### config.mk
export PLATFORM = sky130hd
export DESIGN_NAME = reg_file_sb
export DESIGN_NICKNAME = d
export VERILOG_FILES = /design/src/rtl/rf_pkg.sv /design/src/rtl/rf_scoreboard.sv /design/src/rtl/reg_file_sb.sv
export SDC_FILE = /design/constraint.sdc
export NUM_CORES = 2
export LEC_CHECK = 0
export BUFFER_PORTS_ARGS = -buffer_cell sky130_fd_sc_hd__buf_4
export CORE_ASPECT_RATIO = 1.5
export CORE_MARGIN = 1.5
export CORE_UTILIZATION = 43
export CTS_CLUSTER_DIAMETER = 100
export DETAILED_ROUTE_END_ITERATION = 10
export PLACE_DENSITY = 0.65
export SLEW_MARGIN = 40
export SYNTH_ARGS = -nofsm -noshare
export SYNTH_HDL_FRONTEND = slang
export SYNTH_SLANG_ARGS = --single-unit
### constraint.sdc
create_clock -name clk -period 9.31 [get_ports clk]
set_input_delay 0.931 -clock clk [delete_from_list [all_inputs] [get_ports clk]]
set_output_delay 0.931 -clock clk [all_outputs]
set_load 0.01 [all_outputs]
### src/rtl/rf_pkg.sv
// Shared defaults for the scoreboarded register file.
package rf_pkg;
  localparam int RF_DATA_W   = 32;
  localparam int RF_NUM_REGS = 64;
  localparam int ZERO_ADDR   = 0;
endpackage

### src/rtl/rf_scoreboard.sv
// Per-register busy bits: issue reserves a destination, writeback clears it.
// Busy lookups are combinational; the busy vector and busy_cnt update at the edge. No flow control.
module rf_scoreboard
  import rf_pkg::*;
#(
  parameter int NUM_REGS = RF_NUM_REGS,
  parameter int ADDR_W   = $clog2(NUM_REGS),
  parameter bit ZERO_REG = 1'b1
) (
  input  logic              clk,
  input  logic              rst,
  input  logic              rsv_en,
  input  logic [ADDR_W-1:0] rsv_addr,
  input  logic              we,
  input  logic [ADDR_W-1:0] wr_addr,
  input  logic [ADDR_W-1:0] rs_addr,
  input  logic [ADDR_W-1:0] rt_addr,
  output logic              rs_busy,
  output logic              rt_busy,
  output logic [ADDR_W:0]   busy_cnt
);

  logic [NUM_REGS-1:0] busy;
  logic [NUM_REGS-1:0] busy_nxt;
  logic                set_ok;
  logic                clr_ok;
  logic                inc;
  logic                dec;

  always_comb begin
    set_ok   = rsv_en && !(ZERO_REG && (rsv_addr == ADDR_W'(ZERO_ADDR)));
    clr_ok   = we && !(ZERO_REG && (wr_addr == ADDR_W'(ZERO_ADDR)));
    busy_nxt = busy;
    if (clr_ok) busy_nxt[wr_addr] = 1'b0;
    // Reserve is applied last: a new producer supersedes the one writing back now.
    if (set_ok) busy_nxt[rsv_addr] = 1'b1;
    inc = set_ok && !busy[rsv_addr];
    dec = clr_ok && busy[wr_addr] && !(set_ok && (rsv_addr == wr_addr));
  end

  always_ff @(posedge clk) begin
    if (rst) begin
      busy     <= '0;
      busy_cnt <= '0;
    end else begin
      busy <= busy_nxt;
      case ({inc, dec})
        2'b10:   busy_cnt <= busy_cnt + (ADDR_W+1)'(1);
        2'b01:   busy_cnt <= busy_cnt - (ADDR_W+1)'(1);
        default: busy_cnt <= busy_cnt;
      endcase
    end
  end

  assign rs_busy = busy[rs_addr];
  assign rt_busy = busy[rt_addr];

endmodule

### src/rtl/reg_file_sb.sv
// Register file with two combinational read ports, one write port, optional bypass and a busy scoreboard.
// Reads are zero latency, writes land at the next edge. No flow control; decode stalls on the busy outputs.
module reg_file_sb
  import rf_pkg::*;
#(
  parameter int DATA_W   = RF_DATA_W,
  parameter int NUM_REGS = RF_NUM_REGS,
  parameter int ADDR_W   = $clog2(NUM_REGS),
  parameter bit BYPASS   = 1'b1,
  parameter bit ZERO_REG = 1'b1
) (
  input  logic              clk,
  input  logic              rst,
  input  logic [ADDR_W-1:0] rs_addr,
  input  logic [ADDR_W-1:0] rt_addr,
  output logic [DATA_W-1:0] rs_data,
  output logic [DATA_W-1:0] rt_data,
  output logic              rs_busy,
  output logic              rt_busy,
  input  logic              rsv_en,
  input  logic [ADDR_W-1:0] rsv_addr,
  input  logic              we,
  input  logic [ADDR_W-1:0] wr_addr,
  input  logic [DATA_W-1:0] wr_data,
  output logic [ADDR_W:0]   busy_cnt
);

  logic [DATA_W-1:0] mem [NUM_REGS];
  logic              wr_ok;
  logic              rs_zero;
  logic              rt_zero;
  logic              rs_fwd;
  logic              rt_fwd;
  logic              rs_busy_raw;
  logic              rt_busy_raw;

  assign wr_ok   = we && !(ZERO_REG && (wr_addr == ADDR_W'(ZERO_ADDR)));
  assign rs_zero = ZERO_REG && (rs_addr == ADDR_W'(ZERO_ADDR));
  assign rt_zero = ZERO_REG && (rt_addr == ADDR_W'(ZERO_ADDR));
  assign rs_fwd  = BYPASS && wr_ok && (rs_addr == wr_addr);
  assign rt_fwd  = BYPASS && wr_ok && (rt_addr == wr_addr);

  always_ff @(posedge clk) begin
    if (rst) begin
      for (int i = 0; i < NUM_REGS; i++) mem[i] <= '0;
    end else if (wr_ok) begin
      mem[wr_addr] <= wr_data;
    end
  end

  rf_scoreboard #(
    .NUM_REGS (NUM_REGS),
    .ADDR_W   (ADDR_W),
    .ZERO_REG (ZERO_REG)
  ) u_sb (
    .clk      (clk),
    .rst      (rst),
    .rsv_en   (rsv_en),
    .rsv_addr (rsv_addr),
    .we       (we),
    .wr_addr  (wr_addr),
    .rs_addr  (rs_addr),
    .rt_addr  (rt_addr),
    .rs_busy  (rs_busy_raw),
    .rt_busy  (rt_busy_raw),
    .busy_cnt (busy_cnt)
  );

  // A forwarded result is by definition no longer outstanding, so it also masks busy.
  always_comb begin
    rs_data = rs_zero ? '0 : (rs_fwd ? wr_data : mem[rs_addr]);
    rt_data = rt_zero ? '0 : (rt_fwd ? wr_data : mem[rt_addr]);
    rs_busy = !rs_zero && !rs_fwd && rs_busy_raw;
    rt_busy = !rt_zero && !rt_fwd && rt_busy_raw;
  end

endmodule

### Word level (Yosys, flattened, before mapping)

Memory sizes are Yosys's and may differ from the RTL's.
Index checks and enable logic that the tools add are counted.

* flip-flop bits (word level): 71
* latch bits: 0
* bits in writable memories: 2048
* memory bits (read-only): 0
* logic and storage cells: 74
* memories: 1

Memories
* mem: depth 64, bits a word 32, read ports 2, clocked after Yosys merged registers in 0, write ports 64, RTL line reg_file_sb.sv:28 `logic [DATA_W-1:0] mem [NUM_REGS];`

* add/sub/neg operators: 2
* multipliers: 0
* div/mod/pow operators: 0
* order comparisons: 6
* equal/unequal tests: 5
* shift-type cells: 0
* mux-type cells: 27
* bitwise logic cells: 3
* reduce and logical (&&, ||, !) cells: 28

Operators by type and width (count)
* two-way mux 32 bit: 5
* two-way mux 64 bit: 2
* AND 64 bit: 1
* NOT 64 bit: 1
* bitwise OR 64 bit: 1
* OR reduction 32 bit: 1
* < comparator 6 x 7 -> 1 bit, second input constant: 4
* binary-select mux 1 bit (select 6 bit): 4
* zero test 6 bit: 4
* equality test 6 bit: 3
* logical AND 1 bit: 14
* one-hot mux 7 bit (2 select lines): 1
* demux 1 bit (select 6 bit): 2
* >= comparator 6 x 1 -> 1 bit, second input constant: 2
* two-way mux 1 bit: 12
* zero test 1 bit: 8
* adder 7 x 1 -> 7 bit, second input constant: 1
* subtractor 7 x 1 -> 7 bit, second input constant: 1
* two-way mux 6 bit: 1
* equality test 2 x 1 -> 1 bit, second input constant: 1
* equality test 2 bit, second input constant: 1
* nonzero test 2 bit: 1

### Logic depth before layout (Yosys ltp)

* depth in word-level cells: 9
* depth in mapped cells: 19
* depth with buffers taken out: 15

### Hierarchy

Synthesis repeated with hierarchy kept, for this count alone.

* cell total of the unflattened synthesis: 8368
* area total of the unflattened synthesis: 115844.9 um2

By module, submodules not included
* reg_file_sb: times used 1, cells each 7742, area each 110447.2 um2, seq. area each 61499.0 um2
* rf_scoreboard: times used 1, cells each 626, area each 5397.7 um2, seq. area each 1421.4 um2

### Worst setup path after synthesis

No wires, ideal clock.

* kind: in2reg
* start point: input wr_addr[0]
* end point: register u_sb.busy[12]
* setup time: 0.263 ns
* arrival: 4.549 ns
* data required time: 9.047 ns
* setup slack: 4.498 ns
* cell stages on the path: 6
* buffers on the path: 3
* cells stage by stage: buf_2 buf_2 or3b_2 buf_2 o21ai_0 o32ai_1

* longest elaborated chain between the ends: 9

RTL lines
* from (decl): RTL line reg_file_sb.sv:23 `input logic [ADDR_W-1:0] wr_addr,`
* < comparator 6 x 7 -> 1 bit (implied by the code) or >= comparator 6 x 1 -> 1 bit (tied branches): RTL line rf_scoreboard.sv:34 `if (clr_ok) busy_nxt[wr_addr] = 1'b0;`
* logical AND 1 bit (implied by the code): RTL line rf_scoreboard.sv:34
* two-way mux 1 bit (implied by the code): RTL line rf_scoreboard.sv:34
* demux 1 bit (select 6 bit)
* NOT 64 bit (no source line)
* AND 64 bit (no source line)
* two-way mux 64 bit *: RTL line rf_scoreboard.sv:34
* bitwise OR 64 bit (no source line)
* two-way mux 64 bit *: RTL line rf_scoreboard.sv:36 `if (set_ok) busy_nxt[rsv_addr] = 1'b1;`
* to (signal assigned): RTL line rf_scoreboard.sv:46 `busy <= busy_nxt;`
* to (decl): RTL line rf_scoreboard.sv:23 `logic [NUM_REGS-1:0] busy;`

Every way passes the cells marked *; elsewhere a longest branch is shown, timed or not.
A chain may end at the register's enable or synchronous reset.

### Worst setup path in the final report

* start point: input rs_addr[0]
* end point: output rs_data[13]

* longest elaborated chain between the ends: 4

RTL lines
* from (decl): RTL line reg_file_sb.sv:14 `input logic [ADDR_W-1:0] rs_addr,`
* branches (longest 3 deep; another with memory (64 x 32 bit))
* two-way mux 32 bit *: RTL line reg_file_sb.sv:71 `rs_data = rs_zero ? '0 : (rs_fwd ? wr_data : mem[rs_addr]);`
* to (decl): RTL line reg_file_sb.sv:16 `output logic [DATA_W-1:0] rs_data,`

Mark *: on every way between the ends.

==> results.cfg <==
[yosys]
yosys.cell_types.count = 70
yosysTopAreaCell = edfxtp_1
synth.avg_cell_area_sq_um = 14.1
synthCells = 8217
synth_top_area_share_pct = 53.2
synth-main-ff-cell = edfxtp_1
synth_area_sq_um = 116000
ys_warn_count = 0
async_reset_ff_share_pct = 0
synth.area.top_cells = edfxtp_1, mux4_2, and2_1
synth_edf_count = 2048
ys_seq_area_share_pct = 54.4
ys_ff_latch = 2119

[cells_and_area]
nets = 8055
multi_input_area_sq_um = 49800
drive_gt1_share_pct = 23.8
synthToLayoutAreaGrowth_pct = 10.5
regArea_sq_um = 62900
fill_cells = 23000
final_area_sq_um = 128000
fin_cells = 11700

[timing]
relSlewSlack_pct = 28.1
fin_setup_tns_ps = 0
final_max_slew_viol_count = 0
finalWorstSetupSlack_ps = 3220
setup_violations = 0
rsz0062_at_grt = no
fmax_mhz = 164
period_needed_ps = 6090
fin_skew_ps = 54.7
hold_violations = 0
worstMarginPinSlew_ps = 1050
period_share_pct = 65.4

[clock_network]
clock_latency_ps = 910
holdBufCountCts = 0
cts_repair_resize_count = 0
clkTransAtPathRegs_ps = 60
clock_sinks = 2119
clockRootBuffer = clkbuf_16
cts_tree = yes
clk_path_buf_depth = 4
post-cts-setup-buffers = 0
cts_max_level = 4
cts_buffers = 207

[power]
power.internal_w = 0.0168
p_switching_w = 0.00630
swShare_pct = 27.2
leakagePower_nw = 44.1
p_per_area_nw_per_um2 = 181
p_seq_share_pct = 48.4
ir_worst_vdd_v = 0.000170
pwr-share-comb_pct = 14.3
clkPwrFrac_pct = 37.3

[setup_path]
reg2reg_depth = 14
worstPathRequired_ps = 8380
worstSetupStartpointType = input pin
crit_type = in -> out
cp_max_fo = 47
reg2reg_slack_ps = 5170
rr_startpoint = u_sb.busy[52]$_SDFF_PP0_
worstSetupEndpointType = output port
cp.arrival_ps = 5160
r2r-end = u_sb.busy_cnt[6]$_SDFFE_PP0P_

[place]
portBuffers = 132
post-place-ws_ps = 3500
dpl_cell_area_sq_um = 121000
gp_congestion = 1.01
dp.cells = 11300
hpwl_um = 295000

[detailed_routing]
drc = 0
num_vias = 79900
wl_per_cell_um = 41.0
routed_wl_um = 481000
vias_per_cell = 6.81
first_pass_iters = 6
drt_iter0_drc = 11900
ant_nets = 0

[worst_hold_path]
whs_path_depth = 3
whs_endpoint = u_sb.busy[53]$_SDFF_PP0_
hp-class = in -> reg
min_from = rsv_addr[0]

[die]
rows = 233
pin_count = 133
core_area_sq_um = 268000
fp.dieW_um = 427
floorplan.die_area_sq_um = 272000
die_h_um = 638
initial_utilization_pct = 43.1

[global_route]
grt_max_degree = 117
track_usage_pct = 35.1
grt-ovfl-total = 0
grt_pass1_wl_um = 656000
grt_pass1_vias = 78700
antenna_found_initial = 62

[job]
cap_violations = 0

[status]
outcome = finished clean
## metrics by stage
step	total power (W)	utilization (%)	hold WS, ps
global route	0.0235	47.6	530
finish	0.0231	47.7	520
detailed placement	0.0146	45.0	509
floorplan	0.0131	-	463
CTS	0.0230	47.5	516
global placement	0.0144	44.9	509
## per-layer routing
metal,GRT usage [%],share of wire (%),vias to the layer above
li1,-,-,30800
met1,38.6,31,41200
met2,54.7,46,5959
met3,9.81,11,1888
met4,32.6,12,28
met5,0.645,0.096,-
## state kept, by name, indices dropped and copies added, names as in the netlist
signal	flops
mem	2048
u_sb.busy	64
u_sb.busy_cnt	7
## area by class of cell
cell class              count  area share [%]
repair buffers            423            2.88
flip-flops and latches   2119            49.2
inverters                  60           0.178
diodes                     47          0.0920
well taps                3525            3.45
clock inverters           125           0.939
clock buffers             248            4.25
multi-input cells        5177            39.0
## worst max-delay path, stage by stage
cell and delay [ps]:
buf_8 370, and2_2 660, buf_4 780, a22oi_1 220, nand3_1 150, nand3_1 730
nor2_1 480, a21oi_1 300, buf_4 260
## placed cells by master, fill, tap and decap left out, drive strengths merged, types with 167 or more instances in the layout
cell and count:
a22oi 186, and2 2024, buf 420, clkbuf 251, edfxtp 2048, mux2i 599, mux4 865, nand2 167
nor2 186, o21ai 210
## how the worst max path moves through the flow
stage / from / end / slack [ps]
3_5_place_dp: rt_addr[0] / rt_data[6] / 3500
6_report: rs_addr[0] / rs_data[13] / 3220
2_1_floorplan: wr_addr[0] / u_sb.busy[12]$_SDFF_PP0_ / 4500
4_1_cts: rt_addr[0] / rt_data[6] / 3500
3_3_place_gp: rt_addr[0] / rt_data[26] / 3050
5_1_grt: rt_addr[0] / rt_data[8] / 3340
## logic make-up (layout without fill, tap and decap cells)
kind of cell	Yosys count	after routing	share of synthesized area, %
multiplexers	1594	1594	23.3
AND/OR/NAND/NOR	2657	2657	13.5
XOR/XNOR	19	19	0.144
flip-flops	2119	2119	54.4
other	1	79	0.00324
adder cells (fa/ha/maj)	7	7	0.0822
AO/OA/AOI/OAI	868	868	4.95
buffers and inverters	952	856	3.67
## power groups by stage
| stage | Clock (W) | Sequential (W) | Combinational (W) |
|---|---|---|---|
| 2_1_floorplan | 0 | 0.0113 | 0.00174 |
| 3_3_place_gp | 0 | 0.0113 | 0.00311 |
| 3_5_place_dp | 0 | 0.0114 | 0.00315 |
| 4_1_cts | 0.00866 | 0.0112 | 0.00316 |
| 5_1_grt | 0.00897 | 0.0112 | 0.00330 |
| 6_report | 0.00864 | 0.0112 | 0.00331 |
## Yosys cell counts, types with 45 or more instances
cell,n
buf_4,52
nand3_1,123
nand2_1,167
clkbuf_1,597
mux2_2,130
o22ai_1,99
nor2_1,183
a22oi_1,186
o21ai_0,197
a21oi_1,131
a221oi_1,60
mux4_2,858
nor3_1,45
and2_1,2023
mux2i_1,599
edfxtp_1,2048
dfxtp_1,71
o211ai_1,51
buf_2,182
inv_1,57
Note: power is estimated with default switching activity, not from simulation.
